## config.mk

```make
export PLATFORM = sky130hd
export DESIGN_NAME = qif_spike_monitor
export DESIGN_NICKNAME = d
export VERILOG_FILES = /design/src/rtl/qif_pkg.sv /design/src/rtl/isi_fifo.sv /design/src/rtl/qif_spike_monitor.sv
export SDC_FILE = /design/constraint.sdc
export NUM_CORES = 1
export LEC_CHECK = 0
export ABC_CLOCK_PERIOD_IN_PS = 2300
export BUFFER_PORTS_ARGS = -buffer_cell sky130_fd_sc_hd__buf_2
export CAP_MARGIN = 20
export CORE_MARGIN = 3
export CORE_UTILIZATION = 50
export CTS_BUF_LIST = sky130_fd_sc_hd__clkbuf_8
export CTS_CLUSTER_SIZE = 14
export DETAILED_ROUTE_END_ITERATION = 8
export GPL_ROUTABILITY_DRIVEN = 0
export PLACE_DENSITY = 0.81
export SLEW_MARGIN = 10
export SYNTH_ARGS = -nofsm -noshare
export SYNTH_HDL_FRONTEND = slang
export SYNTH_SLANG_ARGS = --single-unit
```

## constraint.sdc

```tcl
create_clock -name clk -period 2.3 [get_ports clk]
set_input_delay 0.23 -clock clk [delete_from_list [all_inputs] [get_ports clk]]
set_output_delay 0.23 -clock clk [all_outputs]
set_load 0.02 [all_outputs]
```

## src/rtl/qif_pkg.sv

```systemverilog
// Types and constants shared by the QIF neuron and its downstream monitor.
// Both sides agree on the membrane voltage encoding.
package qif_pkg;
  localparam int V_W            = 8;
  localparam int THRESH_DEFAULT = 50;

  typedef logic signed [V_W-1:0] vmem_t;
endpackage

```

## src/rtl/isi_fifo.sv

```systemverilog
// Small synchronous FIFO for inter-spike intervals; head is visible combinationally on dout.
// Writes while full are ignored unless a pop happens on the same edge.
module isi_fifo #(
  parameter int WIDTH = 8,
  parameter int DEPTH = 4
) (
  input  logic                     clk,
  input  logic                     rst_n,
  input  logic                     push,
  input  logic [WIDTH-1:0]         din,
  input  logic                     pop,
  output logic [WIDTH-1:0]         dout,
  output logic                     empty,
  output logic                     full,
  output logic [$clog2(DEPTH):0]   count
);
  localparam int AW = $clog2(DEPTH);

  logic [WIDTH-1:0] mem_reg [DEPTH];
  logic [AW-1:0]    wr_ptr_reg;
  logic [AW-1:0]    rd_ptr_reg;
  logic [AW:0]      count_reg;
  logic [AW:0]      count_next;
  logic [DEPTH-1:0] wr_sel;
  logic             wr_en;
  logic             rd_en;

  assign empty = (count_reg == '0);
  assign full  = (count_reg == (AW+1)'(DEPTH));
  assign count = count_reg;
  assign dout  = mem_reg[rd_ptr_reg];

  assign wr_en = push && (!full || pop);
  assign rd_en = pop && !empty;

  for (genvar gi = 0; gi < DEPTH; gi++) begin : g_wr_sel
    assign wr_sel[gi] = wr_en && (wr_ptr_reg == AW'(gi));
  end

  always_comb begin
    count_next = count_reg;
    case ({wr_en, rd_en})
      2'b10:   count_next = count_reg + (AW+1)'(1);
      2'b01:   count_next = count_reg - (AW+1)'(1);
      default: count_next = count_reg;
    endcase
  end

  always_ff @(posedge clk or negedge rst_n) begin
    if (!rst_n) begin
      wr_ptr_reg <= '0;
      rd_ptr_reg <= '0;
      count_reg  <= '0;
      for (int i = 0; i < DEPTH; i++) mem_reg[i] <= '0;
    end else begin
      // Power-of-two depth lets the pointers wrap by plain overflow.
      if (wr_en) wr_ptr_reg <= wr_ptr_reg + AW'(1);
      if (rd_en) rd_ptr_reg <= rd_ptr_reg + AW'(1);
      count_reg <= count_next;
      for (int i = 0; i < DEPTH; i++) begin
        if (wr_sel[i]) mem_reg[i] <= din;
      end
    end
  end
endmodule

```

## src/rtl/qif_spike_monitor.sv

```systemverilog
// Spike detector for the QIF neuron: upward threshold crossings, inter-spike
// intervals into a FIFO, and a windowed firing-rate count.
module qif_spike_monitor
  import qif_pkg::*;
#(
  parameter int THRESH     = THRESH_DEFAULT,
  parameter int ISI_W      = 8,
  parameter int FIFO_DEPTH = 4,
  parameter int WIN_LEN    = 256
) (
  input  logic             clk,
  input  logic             rst_n,
  input  vmem_t            v_mem,
  input  logic             clr_ovf,
  input  logic             isi_ready,
  output logic             spike,
  output logic [ISI_W-1:0] isi_data,
  output logic             isi_valid,
  output logic             overflow,
  output logic [7:0]       rate,
  output logic             rate_valid
);
  localparam int                 CNT_W    = $clog2(FIFO_DEPTH) + 1;
  localparam int                 WIN_W    = $clog2(WIN_LEN);
  localparam vmem_t              THRESH_V = vmem_t'(THRESH);
  localparam logic [ISI_W-1:0]   ISI_MAX  = {ISI_W{1'b1}};
  localparam logic [WIN_W-1:0]   WIN_LAST = WIN_W'(WIN_LEN - 1);

  vmem_t            v_q_reg;
  logic             spike_reg;
  logic             armed_reg;
  logic [ISI_W-1:0] isi_cnt_reg;
  logic [ISI_W-1:0] isi_cnt_next;
  logic             overflow_reg;
  logic [WIN_W-1:0] win_cnt_reg;
  logic [7:0]       win_spk_reg;
  logic [7:0]       win_spk_next;
  logic [7:0]       rate_reg;
  logic             rate_valid_reg;

  logic             hit;
  logic             push;
  logic             pop;
  logic             drop;
  logic [ISI_W-1:0] fifo_dout;
  logic             fifo_empty;
  logic             fifo_full;
  logic [CNT_W-1:0] fifo_count;

  always_comb begin
    hit          = (v_mem >= THRESH_V) && !(v_q_reg >= THRESH_V);
    push         = hit && armed_reg;
    pop          = isi_valid && isi_ready;
    drop         = push && fifo_full && !pop;
    isi_cnt_next = hit ? ISI_W'(1)
                 : (isi_cnt_reg == ISI_MAX) ? isi_cnt_reg : isi_cnt_reg + ISI_W'(1);
    win_spk_next = (hit && win_spk_reg != 8'hFF) ? win_spk_reg + 8'd1 : win_spk_reg;
  end

  // The pre-edge counter value is the interval ending at this hit.
  isi_fifo #(
    .WIDTH (ISI_W),
    .DEPTH (FIFO_DEPTH)
  ) u_isi_fifo (
    .clk   (clk),
    .rst_n (rst_n),
    .push  (push && !drop),
    .din   (isi_cnt_reg),
    .pop   (pop),
    .dout  (fifo_dout),
    .empty (fifo_empty),
    .full  (fifo_full),
    .count (fifo_count)
  );

  assign isi_valid  = (fifo_count != '0);
  assign isi_data   = fifo_empty ? '0 : fifo_dout;
  assign spike      = spike_reg;
  assign overflow   = overflow_reg;
  assign rate       = rate_reg;
  assign rate_valid = rate_valid_reg;

  always_ff @(posedge clk or negedge rst_n) begin
    if (!rst_n) begin
      v_q_reg        <= '0;
      spike_reg      <= 1'b0;
      armed_reg      <= 1'b0;
      isi_cnt_reg    <= '0;
      overflow_reg   <= 1'b0;
      win_cnt_reg    <= '0;
      win_spk_reg    <= '0;
      rate_reg       <= '0;
      rate_valid_reg <= 1'b0;
    end else begin
      v_q_reg     <= v_mem;
      spike_reg   <= hit;
      armed_reg   <= armed_reg | hit;
      isi_cnt_reg <= isi_cnt_next;

      // A drop on the clearing edge keeps the flag set.
      if (drop)         overflow_reg <= 1'b1;
      else if (clr_ovf) overflow_reg <= 1'b0;

      if (win_cnt_reg == WIN_LAST) begin
        win_cnt_reg    <= '0;
        win_spk_reg    <= '0;
        rate_reg       <= win_spk_next;
        rate_valid_reg <= 1'b1;
      end else begin
        win_cnt_reg    <= win_cnt_reg + WIN_W'(1);
        win_spk_reg    <= win_spk_next;
        rate_valid_reg <= 1'b0;
      end
    end
  end
endmodule

```

# After elaboration in Yosys (flattened, before gate mapping)
# Index checks and enable logic that the tools add are counted.
# totals
wordCells	75
output_inout_bits	20
ff_bits	83
inputBits	12
# op_classes
magnitude_cmp	3
n_reduce_logical	24
addsub	7
eq_ne	10
bitwise_logic	2
muxes	13
# ops
operator	count
2-to-1 mux 8 bit	8
adder 8 x 1 -> 8 bit, second input constant	3
binary-select mux 8 bit (select 2 bit)	1
== test 8 bit, second input constant	2
>= comparator 8 x 7 -> 1 bit, second input constant	2
logical AND 1 bit	13
inequality test 8 bit, second input constant	1
== test 2 bit, second input constant	3
case mux 3 bit (2 select lines)	1
zero test 1 bit	5
adder 2 x 1 -> 2 bit, second input constant	2
== test 2 x 1 -> 1 bit, second input constant	2
nonzero test 2 bit	2
adder 3 x 1 -> 3 bit, second input constant	1
== test 3 bit, second input constant	1
>= comparator 3 bit, second input constant	1
zero test 3 bit	1
2-to-1 mux 1 bit	3
inverter 2 -> 3 bit	1
nonzero test 3 bit	1
subtractor 3 x 1 -> 3 bit, second input constant	1
zero test 2 bit	1
inequality test 2 bit, second input constant	1
logical OR 1 bit	1
bitwise OR 1 bit	1

# Logic depth before layout (Yosys ltp)
# Gate-level depths: netlist of the first run.
# depth
depth_word	11
depth_mapped	10
mapped_depth_nobuf	10

# Modules after synthesis
# A second synthesis of the first run with hierarchy kept.
# unflattened
hier_cells	293
hier_area_um2	3669.8
# modules_own_cells
module	seq_area_each_um2	area_per_inst_um2	cells_each	instances
qif_spike_monitor	1076.0	1868.0	178	1
isi_fifo	975.9	1801.7	115	1

# Least setup slack after synthesis of the first run
# Ideal clock, no wire load.
# synth_timing
kind	register -> register
start	reg u_isi_fifo.count_reg[0], in the netlist u_isi_fifo.count[0]
end	reg u_isi_fifo.count_reg[2], in the netlist u_isi_fifo.count[2]
stages_incl_launch_ff	10
setup_slack_ns	0.181
arrival_time_ns	1.994
synth_period_minus_slack_ns	2.119
setup_time_ns	0.125
n_path_buf	1
required_time_ns	2.175
path_cell_list	dfrtp_1 -> or3_1 -> clkbuf_1 -> and2_1 -> ha_1 -> inv_1 -> fa_1 -> xor2_1 -> nor2_1 -> xor2_1
# synth_via
elab_cells_between_ends	20
cone_classes	add/sub (2); eq/ne (3); mux (1); reduce/logical (14)
# synth_lines
item	line	source
start, declared	isi_fifo.sv:22	logic [AW:0] count_reg;
start signal, assigned	isi_fifo.sv:59	count_reg <= count_next;
nonzero test 3 bit (*)	qif_spike_monitor.sv:76	assign isi_valid = (fifo_count != '0);
via isi_valid	qif_spike_monitor.sv:18	output logic isi_valid,
logical AND 1 bit (*)	qif_spike_monitor.sv:53	pop = isi_valid && isi_ready;
logical AND 1 bit (*)	isi_fifo.sv:34	assign rd_en = pop && !empty;
via u_isi_fifo.rd_en	isi_fifo.sv:26	logic rd_en;
== test 2 x 1 -> 1 bit or == test 2 bit (tied branches)	isi_fifo.sv:42	case ({wr_en, rd_en})
case mux 3 bit (2 select lines) or nonzero test 2 bit (tied branches)	n/a	
# The timed path passes the listed nets; every way through them passes the cells marked *.
# A chain may end at the register's enable or synchronous reset.

# Final worst setup path of the first run
# layout_timing
start	in v_mem[1]
end	reg u_isi_fifo.count_reg[2], in the netlist u_isi_fifo.count[2]
# layout_via
elab_chain_len	10
elab_cells_between_ends	12
cone_classes	order compare (1); eq/ne (2); mux (1); reduce/logical (8)
# layout_rtl
item	line	source
start, declared	qif_spike_monitor.sv:13	input vmem_t v_mem,
>= comparator 8 x 7 -> 1 bit (*)	qif_spike_monitor.sv:51	hit = (v_mem >= THRESH_V) && !(v_q_reg >= THRESH_V);
logical AND 1 bit (*)	qif_spike_monitor.sv:51	
logical AND 1 bit (*)	qif_spike_monitor.sv:52	push = hit && armed_reg;
logical AND 1 bit (2 in series)	qif_spike_monitor.sv:54	drop = push && fifo_full && !pop;
zero test 1 bit	qif_spike_monitor.sv:67	.push (push && !drop),
logical AND 1 bit (*)	qif_spike_monitor.sv:67	
logical AND 1 bit (*)	isi_fifo.sv:33	assign wr_en = push && (!full || pop);
== test 2 x 1 -> 1 bit or == test 2 bit (tied branches)	isi_fifo.sv:42	
case mux 3 bit (2 select lines) or nonzero test 2 bit (tied branches)	n/a	
# Mark *: on every way between the ends. The rest lies on a longest branch, timed or not.

==> results of run 1 <==
==> critical path: stages <==
cell and delay (ns):
dlygate4sd3_1 0.53, buf_2 0.14, nor3_4 0.15, o22a_4 0.21, nor4b_4 0.06, inv_1 0.07, ha_1 0.17, inv_1 0.06
fa_1 0.37, xor2_1 0.15, nor2_1 0.11, xor2_1 0.16
==> power groups by stage <==
stage	Clock [µW]	Combinational (µW)	Sequential, µW
6_report	938	1390	2100
5_1_grt	1030	1530	2150
2_1_floorplan	0	1120	1990
3_3_place_gp	0	1320	2080
3_5_place_dp	0	1380	2110
4_1_cts	967	1390	2090
==> layout by cell type (no fill, tap or decap), types with 3 or more instances in the layout <==
cell	netlist	layout
dlygate4sd3_1	0	5
nand4_1	5	5
xor2_1	9	9
nor3_1	7	6
o22ai_1	3	3
mux4_2	8	8
nor2_1	22	22
mux2_4	32	32
a21oi_1	5	5
mux2i_1	5	5
buf_2	2	29
nand2_1	14	14
dfrtp_1	82	82
and2_1	16	16
and3_1	11	11
or3_1	3	3
xnor2_1	7	7
clkbuf_8	0	11
o21ai_0	6	6
ha_1	8	8
nand3_1	6	6
buf_4	0	10
nand2b_1	3	3
inv_1	10	11
==> metrics by stage <==
step / cells / power [µW] / hold slack (ns) / instance area [µm²]
3_5_place_dp: 421 / 3492 / 0.3566 / 4106
6_report: 443 / 4423 / 0.02984 / 4388
5_1_grt: 443 / 4705 / 0.006722 / 4388
3_3_place_gp: 421 / 3400 / 0.3561 / 4106
4_1_cts: 441 / 4448 / 0.01471 / 4328
2_1_floorplan: 293 / 3106 / -0.06559 / 3832
==> kinds of logic after synthesis <==
| logic type | count (synthesis) |
|---|---|
| compound gates | 22 |
| xor+xnor | 16 |
| fa+ha+maj | 9 |
| buf+inv | 21 |
| flops | 82 |
| mux | 45 |
| simple gates | 98 |
==> layer usage <==
metal,vias up,wire [µm],global-route usage [%],share of wire (%)
met5,-,0,0,0
met4,0,112,5.174,1.6
met3,10,219,5.068,3.2
met2,42,3339,26.80,49
met1,1171,3132,22.72,46
li1,1110,-,-,-
==> layout make-up <==
type                            instances  area (µm²)
Tap cell                               99       123.9
Multi-Input combinational cell        190        1699
Clock buffer                           11       151.4
Clock inverter                          5       30.03
Inverter                               11       41.29
Fill cell                             554        2943
Sequential cell                        82        2052
Timing Repair Buffer                   45       290.3
==> worst max path at each step <==
stage                     cells after the start                start  slack [ns]             endpoint
after CTS                                    12             v_mem[1]        0.01  u_isi_fifo.count[2]
after global routing                         10           v_q_reg[3]        0.02  u_isi_fifo.count[2]
after floorplan                               9  u_isi_fifo.count[0]        0.18  u_isi_fifo.count[2]
after detailed placement                     10           v_q_reg[7]        0.06  u_isi_fifo.count[2]
after global placement                       10           v_q_reg[7]        0.15  u_isi_fifo.count[2]
final                                        12             v_mem[1]        0.15  u_isi_fifo.count[2]
==> repair_timing <==
| action | in CTS | in global routing |
|---|---|---|
| hold buffers | 4 | 1 |
| endpoints found under the setup margin | 0 | 2 |
| endpoints found under the hold margin | 4 | 35 |
| gates resized for setup | 0 | 5 |
==> impl_metrics.yaml, run 1 <==
synthesis:
  ys_types: 41
  synthAdderAreaFrac_pct: 3.134
  synthArstFlopShare_pct: 100.0
  synthXorXnorAreaFrac_pct: 3.657
  synth_compound_area_share_pct: 3.624
  synth_area_leaders: "dfrtp_1, mux2_4, mux4_2"
  synth_mux_area_share_pct: 18.54
  yosysSeqAreaShare_pct: 53.54
  synth_simple_gate_area_share_pct: 14.59
  syn-cell-area_um2: 3832
  ys.flop_type: "dfrtp_1"
  yosysWarnings: 0
  synth_commonest_cells: "dfrtp_1, mux2_4, nor2_1"
  yosysTopAreaCell: "dfrtp_1"
  yosysTopAreaCellShare_pct: 53.54
  avgSynthCellArea_um2: 13.08
  syn_nets: 314
  synthCells: 293
  synth_top_family_by_area: "multiplexers"
  ys_seq_elements: 82
  yosysMostFrequentCell: "dfrtp_1"
  synth_edf_count: 0
die:
  row_count: 31
  pin_count: 32
  die_y_um: 93.55
  start_util_pct: 52.28
  fp.coreArea_um2: 7331
  dieArea_um2: 8752
  die_width_um: 93.55
worst_hold_path:
  holdPathEnd: "v_q_reg[5]"
  holdPathStages: 1
  hp-class: "input pin to flop"
  min-delay-start: "v_mem[5]"
clocking:
  clock-root-buffer: "clkbuf_8"
  htree_levels: 3
  cts_sinks: 82
  clkTransAtPathRegs_ns: 0.08
  clock_latency_ns: 0.34
  cts_tree: "done"
  post_cts_buffers: 0
  numCtsBuffers: 9
  clk_path_buf_depth: 2
pwr:
  seqPwrFrac_pct: 47.5
  p_sw_uw: 1420
  powerDensity_nw_per_um2: 1008
  ir_drop_mv: 0.5846
  p_sw_share_pct: 32.11
  p_leak_uw: 0.002054
  p_comb_share_pct: 31.3
  clock_power_share_pct: 21.2
  power.internal_uw: 3003
timing:
  tightest_slew_ns: 0.5866
  fmax_mhz: 464.9
  slew_headroom_pct: 60.85
  hold_viol: 0
  period_needed_ns: 2.151
  rsz0062_at_grt: "no"
  setup_ws_ns: 0.1489
  fin_skew_ns: 0.007368
  final-setup-viol-count: 0
  drv_slew: 0
  post-route-period-util_pct: 93.53
  fin_setup_tns_ns: 0
global_routing:
  grt_start_max_net_pins: 83
  grt_pass1_vias: 2341
  antenna_found_initial: 0
  grt.total_usage_pct: 16.97
  grt_pass1_wl_um: 11430
  grt_overflow: 0
layout:
  drive_gt1_share_pct: 29.65
  nNetsFinal: 360
  final_util_pct: 59.86
  syn2layout_area_growth_pct: 14.50
  antenna_cells: 0
  largest_register_ffs: 32
setup_path:
  arrival_ns: 2.42
  end_kind: "flop"
  r2r_cells: 9
  start_kind: "input pin"
  crit_required_ns: 2.57
  r2r_start: "u_isi_fifo.count[0]"
  r2r-end: "u_isi_fifo.count[2]"
  path_max_fanout: 5
  critPathKind: "input pin to flop"
  reg2reg_slack_ns: 0.18
route:
  initialDrtViolationCount: 68
  vias: 2333
  viasPerCell: 5.266
  drc_errors: 0
  antenna_left: 0
  wl_um: 6804
  drt_pass1_iterations: 4
  wire_per_inst_um: 15.36
placement:
  io_buffers: 30
  pre_cts_ws_ns: 0.06403
  hpwlAfterDp_um: 4597
run_status:
  status: "finished, final reports clean"
job:
  drv_cap: 0
(Power assumes the default switching activity.)
==> inputs of run 2 (changes only) <==
==> constraint.sdc (replaced) <==
create_clock -name clk -period 2.3 [get_ports clk]
set_input_delay 0.23 -clock clk [delete_from_list [all_inputs] [get_ports clk]]
set_output_delay 0.23 -clock clk [all_outputs]
set_load 0.1 [all_outputs]
==> run 2 against run 1 <==
Effect of this change:
- count of clock-buffer cells in the layout down 1
- sequential share of layout area down 0.19 points
- fmax up 0.29%
- combinational power up 39%
- critical path depth unchanged
- final area up 0.40%
- core utilization up 0.24 points
- flip-flop and latch count unchanged
- die area unchanged
- final cell count unchanged
==> impl_metrics.yaml, run 2 (synthesis gave the netlist of run 1 again) <==
run_status:
  status: "finished, final reports clean"
pwr:
  ir_drop_mv: 0.7267
  seqPwrFrac_pct: 41.2
  p_sw_uw: 1972
  power.internal_uw: 3089
  clock_power_share_pct: 20.8
  p_leak_uw: 0.002057
  p_comb_share_pct: 38.0
  p_sw_share_pct: 38.96
  powerDensity_nw_per_um2: 1149
setup_path:
  arrival_ns: 2.41
  r2r_start: "u_isi_fifo.count[0]"
  critPathKind: "input pin to flop"
  end_kind: "flop"
  path_max_fanout: 4
  r2r-end: "u_isi_fifo.count[2]"
  crit_required_ns: 2.57
  crit_slowest_cell: "dlygate4sd3_1"
  crit_family: "buffers and inverters"
  cp_num_buf_inv: 4
  max_stage_delay_ns: 0.53
  r2r_cells: 9
  critical_path.cell_chain: "dlygate4sd3_1 -> buf_2 -> nor3_2 -> o22a_4 -> nor4b_4 -> inv_1 -> ha_1 -> inv_1 -> fa_1 -> xor2_1 -> nor2_1 -> xor2_1"
  reg2reg_slack_ns: 0.21
  start_kind: "input pin"
timing:
  whs_ns: 0.02571
  fmax_mhz: 466.2
  rsz0062_at_grt: "no"
  setup_ws_ns: 0.1550
  final-setup-viol-count: 0
  slew_headroom_pct: 60.71
  tightest_slew_ns: 0.5887
  period_needed_ns: 2.145
  fin_setup_tns_ns: 0
  drv_slew: 0
  fin_skew_ns: 0.01348
  hold_viol: 0
  post-route-period-util_pct: 93.26
worst_hold_path:
  min-delay-start: "v_mem[5]"
  hp-class: "input pin to flop"
  holdPathStages: 1
  holdPathEnd: "v_q_reg[5]"
route:
  initialDrtViolationCount: 116
  vias: 2347
  antenna_left: 0
  viasPerCell: 5.298
  drt_pass1_iterations: 4
  wl_um: 6727
  drc_errors: 0
  wire_per_inst_um: 15.19
die:
  pin_count: 32
  fp.coreArea_um2: 7331
  row_count: 31
  die_width_um: 93.55
  die_y_um: 93.55
  dieArea_um2: 8752
  start_util_pct: 52.28
layout:
  syn2layout_area_growth_pct: 14.95
  drive_gt1_share_pct: 29.65
  nNetsFinal: 360
  fill_cells: 581
  antenna_cells: 0
  layout_common_cells: "dfrtp_1, mux2_4, buf_2, nor2_1, and2_1"
  largest_register_ffs: 32
  final_common_cell: "dfrtp_1"
  final_cells: 443
  final_util_pct: 60.10
global_routing:
  grt.total_usage_pct: 17.12
  grt_overflow: 0
  grt_pass1_wl_um: 11620
  grt_pass1_vias: 2398
  antenna_found_initial: 0
  grt_start_max_net_pins: 83
job:
  drv_cap: 0
clocking:
  clkTransAtPathRegs_ns: 0.08
  cts_sinks: 82
  htree_levels: 3
  clk_path_buf_depth: 2
  clock_latency_ns: 0.35
  numCtsBuffers: 9
  cts_tree: "done"
  clock-root-buffer: "clkbuf_8"
placement:
  pre_cts_ws_ns: 0.09518
  dp_cells: 421
  io_buffers: 30
  hpwlAfterDp_um: 4548
==> run 2: power groups by stage <==
stage / combinational, µW / clock (µW) / sequential [µW]
final: 1930 / 1050 / 2080
after global routing: 2070 / 1150 / 2130
after CTS: 1930 / 1080 / 2080
after detailed placement: 1930 / 0 / 2100
after global placement: 1870 / 0 / 2080
after floorplan: 1650 / 0 / 2000
==> run 2: worst max-delay path by stage <==
stage | end | slack [ns] | cells past startpoint | start
2_1_floorplan | u_isi_fifo.count[2] | 0.09 | 9 | u_isi_fifo.count[0]
3_3_place_gp | u_isi_fifo.count[2] | 0.17 | 10 | v_q_reg[7]
3_5_place_dp | u_isi_fifo.count[2] | 0.1 | 10 | v_q_reg[7]
4_1_cts | u_isi_fifo.count[2] | 0.03 | 12 | v_mem[1]
5_1_grt | u_isi_fifo.count[2] | 0.02 | 12 | v_mem[1]
6_report | u_isi_fifo.count[2] | 0.15 | 12 | v_mem[1]
==> run 2: routing by layer <==
metal	GRT usage (%)	wire [µm]	vias up
met5	0	0	-
met4	5.415	73	0
met3	4.344	248	9
met2	28.23	3334	41
met1	22.25	3070	1187
li1	-	-	1110
==> run 2: final cells by class <==
type / count / area (µm²) / area share [%]
Sequential cell: 82 / 2052 / 46.58
Clock buffer: 10 / 137.6 / 3.124
Clock inverter: 6 / 66.31 / 1.505
Tap cell: 99 / 123.9 / 2.812
Timing Repair Buffer: 45 / 297.8 / 6.759
Multi-Input combinational cell: 190 / 1687 / 38.28
Inverter: 11 / 41.29 / 0.9372
==> run 2: what timing repair did <==
item,4_1_cts,5_1_grt
hold buffers,4,1
setup buffers,0,0
setup endpoints to repair,0,1
gates resized for setup,0,3
endpoints found under the hold margin,4,26
==> run 2: per-stage QoR <==
stage,instance area [µm²],total power (µW)
floorplan,3836,3656
global placement,4106,3945
detailed placement,4106,4028
CTS,4350,5092
global route,4405,5354
finish,4405,5060
==> inputs of run 3 (changes only) <==
--- a/config.mk
+++ b/config.mk
@@ -5,16 +5,17 @@
 export SDC_FILE = /design/constraint.sdc
 export NUM_CORES = 1
 export LEC_CHECK = 0
+export ABC_AREA = 1
 export ABC_CLOCK_PERIOD_IN_PS = 2300
 export BUFFER_PORTS_ARGS = -buffer_cell sky130_fd_sc_hd__buf_2
 export CAP_MARGIN = 20
-export CORE_MARGIN = 3
+export CORE_MARGIN = 2
 export CORE_UTILIZATION = 50
 export CTS_BUF_LIST = sky130_fd_sc_hd__clkbuf_8
 export CTS_CLUSTER_SIZE = 14
 export DETAILED_ROUTE_END_ITERATION = 8
 export GPL_ROUTABILITY_DRIVEN = 0
-export PLACE_DENSITY = 0.81
+export PLACE_DENSITY = 0.8
 export SLEW_MARGIN = 10
 export SYNTH_ARGS = -nofsm -noshare
 export SYNTH_HDL_FRONTEND = slang
==> run 3 against run 2 <==
Effect of this change:
- global-route usage grew 3.8 points
- largest cell class unchanged
- sequential share of layout area is 1.1 points lower
- combinational power grew 24%
- die area is 1.2% lower
- setup slack got worse by 0.048 ns
- critical endpoint unchanged
- first-iteration DRC count increased by 62%
- clock power fell by 13%
- synthesized cell count is 61% higher
- clock skew shrank 0.0011 ns
- sequential power about the same
==> impl_metrics.yaml, run 3 <==
run_status:
  status: "finished, final reports clean"
setup_path:
  end_kind: "flop"
  crit_top_cell: "inv_1"
  cp_num_buf_inv: 4
  critical_path.cell_chain: "dlygate4sd3_1 -> buf_2 -> nor2_1 -> nand2_1 -> nand2_2 -> a21oi_4 -> nand3_4 -> nor2_4 -> inv_1 -> ha_1 -> inv_1 -> fa_1 -> a21oi_1 -> o21ai_1 -> xor2_1"
  path_max_fanout: 3
  arrival_ns: 2.41
  start_kind: "input pin"
  max_stage_delay_ns: 0.55
  crit_required_ns: 2.52
  critPathKind: "input pin to flop"
  crit_family: "buffers and inverters"
  crit_slowest_cell: "dlygate4sd3_1"
layout:
  nNetsFinal: 534
  layout_common_cells: "nand2_1, dfrtp_1, nand3_1, nor2_1, inv_1"
  drive_gt1_share_pct: 15.83
  fill_cells: 683
  seqCellArea_um2: 2054
  final_common_cell: "nand2_1"
  largest_register_ffs: 32
  syn2layout_area_growth_pct: 14.07
  multiInputGateArea_um2: 1663
  antenna_cells: 0
  final_cells: 620
synthesis:
  yosysSeqAreaShare_pct: 51.85
  ys.flop_type: "dfrtp_1"
  syn-cell-area_um2: 3958
  ys_seq_elements: 82
  yosysTopAreaCell: "dfrtp_1"
  synthArstFlopShare_pct: 100.0
  avgSynthCellArea_um2: 8.367
  yosysMostFrequentCell: "nand2_1"
  synth_commonest_cells: "nand2_1, dfrtp_1, nand3_1"
  synthCells: 473
  synth_edf_count: 0
  synth_area_leaders: "dfrtp_1, nand2_1, nand3_1"
  yosysWarnings: 0
  ys_types: 34
  yosysTopAreaCellShare_pct: 51.85
  syn_nets: 494
global_routing:
  grt_pass1_vias: 3172
  grt.total_usage_pct: 20.96
  grt_start_max_net_pins: 48
  grt_pass1_wl_um: 14380
  antenna_found_initial: 0
  grt_overflow: 0
job:
  drv_cap: 0
pwr:
  ir_drop_mv: 0.5554
  power.internal_uw: 2763
  p_comb_share_pct: 44.6
  powerDensity_nw_per_um2: 1185
  clock_power_share_pct: 17.1
  p_sw_uw: 2588
  seqPwrFrac_pct: 38.3
  p_sw_share_pct: 48.36
  p_total_uw: 5352
  p_leak_uw: 0.002323
die:
  start_util_pct: 51.48
  die_y_um: 92.97
  pin_count: 32
  row_count: 32
  dieArea_um2: 8642
  die_width_um: 92.97
  fp.coreArea_um2: 7687
clocking:
  clkTransAtPathRegs_ns: 0.08
  clk_path_buf_depth: 2
  htree_levels: 3
  clock-root-buffer: "clkbuf_8"
  cts_sinks: 82
  post_cts_buffers: 0
  cts_tree: "done"
  clock_latency_ns: 0.35
  numCtsBuffers: 9
route:
  drt_pass1_iterations: 4
  viasPerCell: 5.181
  wl_um: 8171
  vias: 3212
  antenna_left: 0
  drc_errors: 0
  wire_per_inst_um: 13.18
  initialDrtViolationCount: 188
timing:
  fin_skew_ns: 0.01241
  tightest_slew_ns: 0.4830
  slew_headroom_pct: 67.80
  fmax_mhz: 456.1
  fin_setup_tns_ns: 0
  final-setup-viol-count: 0
  whs_ns: 0.04805
  post-route-period-util_pct: 95.33
  period_needed_ns: 2.193
  rsz0062_at_grt: "no"
  setup_ws_ns: 0.1073
  hold_viol: 0
  drv_slew: 0
placement:
  pre_cts_ws_ns: 0.1656
  io_buffers: 30
  hpwlAfterDp_um: 5679
  dp_cells: 597
worst_hold_path:
  hp-class: "input pin to flop"
-- run 3: power groups by stage --
stage	registers [µW]	clock network, µW	logic, µW
detailed placement	2070	0	2300
floorplan	1930	0	1980
finish	2050	913	2390
CTS	2040	934	2390
global route	2100	991	2590
global placement	2050	0	2240
-- run 3: path summary, 6_finish.rpt --
check | start | slack, ns | depth (start not counted) | endpoint
max | v_mem[3] | 0.11 | 15 | u_isi_fifo.count[2]
min | v_mem[7] | 0.05 | 1 | v_q_reg[7]
max reg2reg | u_isi_fifo.count[0] | 0.18 | 11 | u_isi_fifo.count[2]
min reg2reg | u_isi_fifo.mem_reg[0] | 0.47 | 2 | u_isi_fifo.mem_reg[0]
max in group asynchronous | rst_n | 1.29 | 3 | u_isi_fifo.mem_reg[28]
min in group asynchronous | rst_n | 0.38 | 2 | u_isi_fifo.mem_reg[6]
-- run 3: logic make-up after synthesis --
kind of cell | after synthesis | synth area share (%)
and+or+nand+nor | 261 | 29.12
adders and majority gates | 9 | 3.035
xor gates and xnor gates | 12 | 2.656
buffers and inverters | 64 | 7.081
DFF | 82 | 51.85
AOI/OAI and AO/OA | 45 | 6.260
-- run 3: worst reg2reg max path: stages, from the launching register on --
cell and delay [ns]:
dfrtp_1 0.41, nor2_1 0.23, nand3_1 0.13, inv_1 0.12, nor2_4 0.05, inv_1 0.06, ha_1 0.13, inv_1 0.07
fa_1 0.39, a21oi_1 0.14, o21ai_1 0.10, xor2_1 0.16
-- run 3: final cells by class --
| cell class | instances | share of cell area (%) |
|---|---|---|
| Timing Repair Buffer | 44 | 6.818 |
| Tap cell | 102 | 2.827 |
| Clock buffer | 10 | 3.049 |
| Clock inverter | 6 | 0.7483 |
| Sequential cell | 82 | 45.51 |
| Multi-Input combinational cell | 327 | 36.83 |
| Inverter | 49 | 4.213 |
-- run 3: layer usage --
layer / vias up / global-route usage (%) / wire [µm]
met5: - / 0 / 0
met4: 0 / 4.412 / 63
met3: 7 / 5.289 / 413
met2: 76 / 38.04 / 4206
met1: 1532 / 25.09 / 3487
li1: 1597 / - / -
-- run 3: what timing repair did --
item	4_1_cts	5_1_grt
cloned	0	0
setup endpoints to repair	8	9
hold endpoints to repair	40	1
hold buffers	6	1
gates resized for setup	9	3
-- run 3: stage by stage --
stage / instance area [µm²] / utilization, %
2_1_floorplan: 3996 / -
3_3_place_gp: 4247 / 55.24
3_5_place_dp: 4247 / 55.24
4_1_cts: 4499 / 58.53
5_1_grt: 4514 / 58.72
6_report: 4514 / 58.72
